### config.mk
export PLATFORM = sky130hd
export DESIGN_NAME = instr_mem_loader
export DESIGN_NICKNAME = d
export VERILOG_FILES = /design/src/rtl/instr_mem_loader.sv
export SDC_FILE = /design/constraint.sdc
export NUM_CORES = 1
export LEC_CHECK = 0
export BUFFER_PORTS_ARGS = -buffer_cell sky130_fd_sc_hd__buf_2
export CAP_MARGIN = 20
export CORE_MARGIN = 2
export CORE_UTILIZATION = 57
export CTS_BUF_LIST = sky130_fd_sc_hd__clkbuf_16
export DETAILED_ROUTE_END_ITERATION = 12
export GPL_TIMING_DRIVEN = 0
export PLACE_DENSITY = 0.94
export SLEW_MARGIN = 0
export SYNTH_ARGS = -nofsm -noshare
export SYNTH_HDL_FRONTEND = slang
export SYNTH_SLANG_ARGS = --single-unit
### constraint.sdc
create_clock -name clk -period 7.25 [get_ports clk]
set_clock_uncertainty 0.1 [all_clocks]
set_input_delay 0.3625 -clock clk [delete_from_list [all_inputs] [get_ports clk]]
set_output_delay 0.3625 -clock clk [all_outputs]
set_load 0.005 [all_outputs]
### src/rtl/instr_mem_loader.sv
// Byte-stream loader for the 256-byte instruction memory: packs little-endian
// words, writes them to consecutive word addresses and holds the core until done.
module instr_mem_loader #(
    parameter int unsigned MAX_WORDS = 64
) (
    input  logic        clk,
    input  logic        rst,
    input  logic        start,
    input  logic [6:0]  n_words,
    input  logic        byte_valid,
    input  logic [7:0]  byte_data,
    output logic        byte_ready,
    output logic        we,
    output logic [7:0]  wa,
    output logic [31:0] wd,
    output logic        busy,
    output logic        done,
    output logic        cpu_hold
);

    localparam int unsigned LEN_W = 7;
    localparam int unsigned CNT_W = 2;

    typedef enum logic [1:0] {
        IDLE  = 2'd0,
        RECV  = 2'd1,
        WRITE = 2'd2,
        DONE  = 2'd3
    } state_t;

    state_t             state_q, state_d;
    logic [LEN_W-1:0]   len_q, idx_q, len_clamped;
    logic [CNT_W-1:0]   cnt_q;
    logic               load, accept, last_word;

    assign len_clamped = (n_words > LEN_W'(MAX_WORDS)) ? LEN_W'(MAX_WORDS) : n_words;
    assign load        = start && ((state_q == IDLE) || (state_q == DONE));
    assign accept      = (state_q == RECV) && byte_valid;
    assign last_word   = (idx_q == (len_q - LEN_W'(1)));

    // State register
    always_ff @(posedge clk) begin
        if (rst) begin
            state_q <= IDLE;
        end else begin
            state_q <= state_d;
        end
    end

    // Next state and state-decoded outputs
    always_comb begin
        state_d    = state_q;
        byte_ready = 1'b0;
        we         = 1'b0;
        busy       = 1'b0;
        done       = 1'b0;
        cpu_hold   = 1'b1;
        case (state_q)
            IDLE: begin
                if (start) begin
                    state_d = (len_clamped == '0) ? DONE : RECV;
                end
            end
            RECV: begin
                byte_ready = 1'b1;
                busy       = 1'b1;
                if (byte_valid && (cnt_q == CNT_W'(3))) begin
                    state_d = WRITE;
                end
            end
            WRITE: begin
                we      = 1'b1;
                busy    = 1'b1;
                state_d = last_word ? DONE : RECV;
            end
            DONE: begin
                done     = 1'b1;
                cpu_hold = 1'b0;
                if (start) begin
                    state_d = (len_clamped == '0) ? DONE : RECV;
                end
            end
            default: state_d = IDLE;
        endcase
    end

    // Word assembly, word index and write address
    always_ff @(posedge clk) begin
        if (rst) begin
            len_q <= '0;
            idx_q <= '0;
            cnt_q <= '0;
            wa    <= '0;
            wd    <= '0;
        end else begin
            if (load) begin
                len_q <= len_clamped;
                idx_q <= '0;
                cnt_q <= '0;
            end
            if (accept) begin
                wd[{cnt_q, 3'b000} +: 8] <= byte_data;
                cnt_q                    <= cnt_q + CNT_W'(1);
                if (cnt_q == CNT_W'(3)) begin
                    wa <= 8'({idx_q, 2'b00});
                end
            end
            if ((state_q == WRITE) && !last_word) begin
                idx_q <= idx_q + LEN_W'(1);
            end
        end
    end

endmodule

==> run_results.csv <==
group,metric,value,unit
status,status,"completed",
drt,postRouteAntennaNets,0,
die,rows,24,
critical_path,cp-start-kind,"register",
final_layout,fill_cells,307,
worst_hold_path,hold_path_class,"input pin to register",
clock_network,cts_resized,0,
drt,drt-initial-drc-count,127,
yosys,synth.yosys.seq_area_share,43.1,%
power,p_sw_share,25.7,%
power,p_int,0.000527,W
power,power.density,227,mW/mm2
yosys,ys.flop_type,"dfxtp_1",
drt,vias,2370,
critical_path,path_class,"register to register",
drt,remaining_drc_errors,0,
final_layout,antenna_cells,0,
clock_network,clk-insertion-delay-late,0.29,ns
yosys,synth.avg_cell_area,9.06,um2
critical_path,required,7.33,ns
critical_path,endpoint_kind,"register",
sta,final_hold_viol_count,0,
sta,setup-violations-final,0,
final_layout,area_growth,20.2,%
place,dp_slack,4.54,ns
power,switching_power,0.000183,W
power,leakage,1.37,nW
clock_network,post_cts_buffers,0,
sta,slew_viol_final,0,
die,fp.dieW,71.5,um
final_layout,instances_no_fill,406,
yosys,ys_types,46,
sta,relSlewSlack,45.2,%
global_route,track_usage,24.9,%
sta,period_needed,2.76,ns
global_route,grt-ovfl-total,0,
drt,dr.pass1.iters,4,
place,hpwl,4.60,mm
drt,wl_per_cell,15.4,um
clock_network,htree_num_levels,2,
yosys,async_flop_share,0,%
yosys,synth_edf_count,0,
sta,period_share,38.1,%
die,chipHeight,71.5,um
clock_network,cts_root_buf,"clkbuf_16",
power,sequentialPowerShare,46.3,%
sta,rsz0062_at_grt,"no",
global_route,grt_pass1_vias,2237,
clock_network,numCtsBuffers,5,
job,max_cap_violations,0,
clock_network,cts_hold_buffers,0,
clock_network,cts_tree,"done",
final_layout,layout.nets,384,
place,dp_cells,400,
place,port_buffers,59,
yosys,synth.cell_area,0.00260,mm2
global_route,grt_pass1_wl,10.0,mm
critical_path,cp_max_fo,10,
sta,holdWs,0.274,ns
clock_network,clock-sinks,56,
clock_network,clkTransAtPathRegs,0.07,ns
yosys,synth-seq-cells,56,
sta,tightest_slew,0.815,ns
global_route,antenna_found_initial,0,
drt,vias_per_cell,5.84,
yosys,yosysWarnings,0,
global_route,grt_max_degree,16,
drt,routed_wl,6.27,mm
die,io_pins,64,
sta,fmax,0.362,GHz
power,p_comb_share,17.4,%
power,clkPwrFrac,36.3,%
place,gp_congestion,0.842,
sta,fin_ws,4.49,ns
clock_network,clockBufferDepth,2,
final_layout,drive_above_1_share,23.7,%
sta,finalSetupTns,0,ns
yosys,synthCells,287,
die,fp.coreArea,0.00438,mm2
die,start_util,59.3,%
die,fp.dieArea,0.00512,mm2
critical_path,worstPathArrival,2.84,ns
power,ir_drop,154,uV
[routing by layer]
layer	up-vias	share of wire (%)	track usage [%]
met1	1134	39	27.1
li1	1149	-	-
met5	-	0	0
met2	66	53	44.8
met3	21	5.1	6.05
met4	0	3.0	12.4
[sequential cells by signal (all words and copies together) (netlist names)]
| signal | flops |
|---|---|
| idx_q | 7 |
| len_q | 7 |
| wa | 6 |
| cnt_q | 2 |
| wd | 32 |
| state_q | 2 |
[synth_stat cells (all sizes together) (4+ instances only)]
cell type / number / area share (%)
nor3: 6 / 1.3
ha: 10 / 4.8
a22oi: 33 / 9.5
nand2: 25 / 3.6
dfxtp: 56 / 43
nor3b: 7 / 2.0
nor2: 49 / 7.1
xor2: 5 / 1.7
inv: 9 / 1.3
nor4: 4 / 2.1
clkbuf: 11 / 1.6
a21oi: 17 / 3.3
buf: 8 / 2.4
[placed cells by master, fill, tap and decap left out, drive strengths merged, types with 2 or more instances in the layout]
master	synthesis	final
nand2	25	25
nor3	6	6
xnor2	2	2
a22oi	33	33
and3	3	3
clkbuf	11	16
nor2	49	49
a21oi	17	17
conb	1	2
nand3	3	3
nand4	2	2
nor4b	3	3
o2bb2ai	3	3
a21o	2	2
a211o	3	3
or2	2	2
and2	3	3
ha	10	10
buf	8	68
nor4	4	4
nor3b	7	7
nand2b	2	2
xor2	5	5
dfxtp	56	56
o41ai	3	3
mux2i	3	3
inv	9	9
[metrics by stage]
stage	utilization (%)	instance area [um2]	power, W
after floorplan	-	2600	0.000418
final	71.3	3120	0.000709
after global placement	67.6	2960	0.000448
after detailed placement	67.7	2970	0.000454
after CTS	71.3	3120	0.000710
after global routing	71.3	3120	0.000736
[worst max-delay path: stages, from the launching register on]
cell	delay [ns]
dfxtp_1	0.31
clkbuf_1	0.28
inv_1	0.09
ha_1	0.29
xnor3_1	0.22
and4_1	0.26
nor4_4	0.07
o41ai_2	0.51
buf_6	0.21
nor3_2	0.05
a211o_1	0.27
[area by class of cell]
class | instances | area, um2 | share of cell area (%)
Buffer | 19 | 103 | 3.28
Sequential cell | 56 | 1120 | 35.9
Inverter | 9 | 33.8 | 1.08
Multi-Input combinational cell | 204 | 1350 | 43.1
Clock inverter | 1 | 30.0 | 0.961
Timing Repair Buffer | 60 | 300 | 9.61
Clock buffer | 5 | 125 | 4.00
Tap cell | 52 | 65.1 | 2.08
[power groups by stage]
stage	registers, W	logic, W	clock network [W]
3_5_place_dp	0.000335	0.000120	0
4_1_cts	0.000328	0.000123	0.000259
6_report	0.000328	0.000123	0.000258
5_1_grt	0.000329	0.000135	0.000272
2_1_floorplan	0.000333	0.0000856	0
3_3_place_gp	0.000334	0.000114	0
[cells by family after synthesis]
kind of cell	count (synthesis)	synth area share [%]
mux	3	1.16
other cells	1	0.144
buf+inv	28	5.25
compound gates	68	19.6
simple gates	113	22.7
xor+xnor	8	3.22
flops	56	43.1
fa+ha+maj	10	4.81
[final timing paths]
kind | startpoint | cells past startpoint | slack (ns) | endpoint
setup / recovery | len_q[0] | 10 | 4.49 | idx_q[4]
hold / removal | byte_data[0] | 3 | 0.27 | wd[24]
setup reg to reg | len_q[0] | 10 | 4.49 | idx_q[4]
hold reg to reg | wa[6] | 2 | 0.35 | wa[6]
No activity file was read; power rests on OpenSTA's default activity.
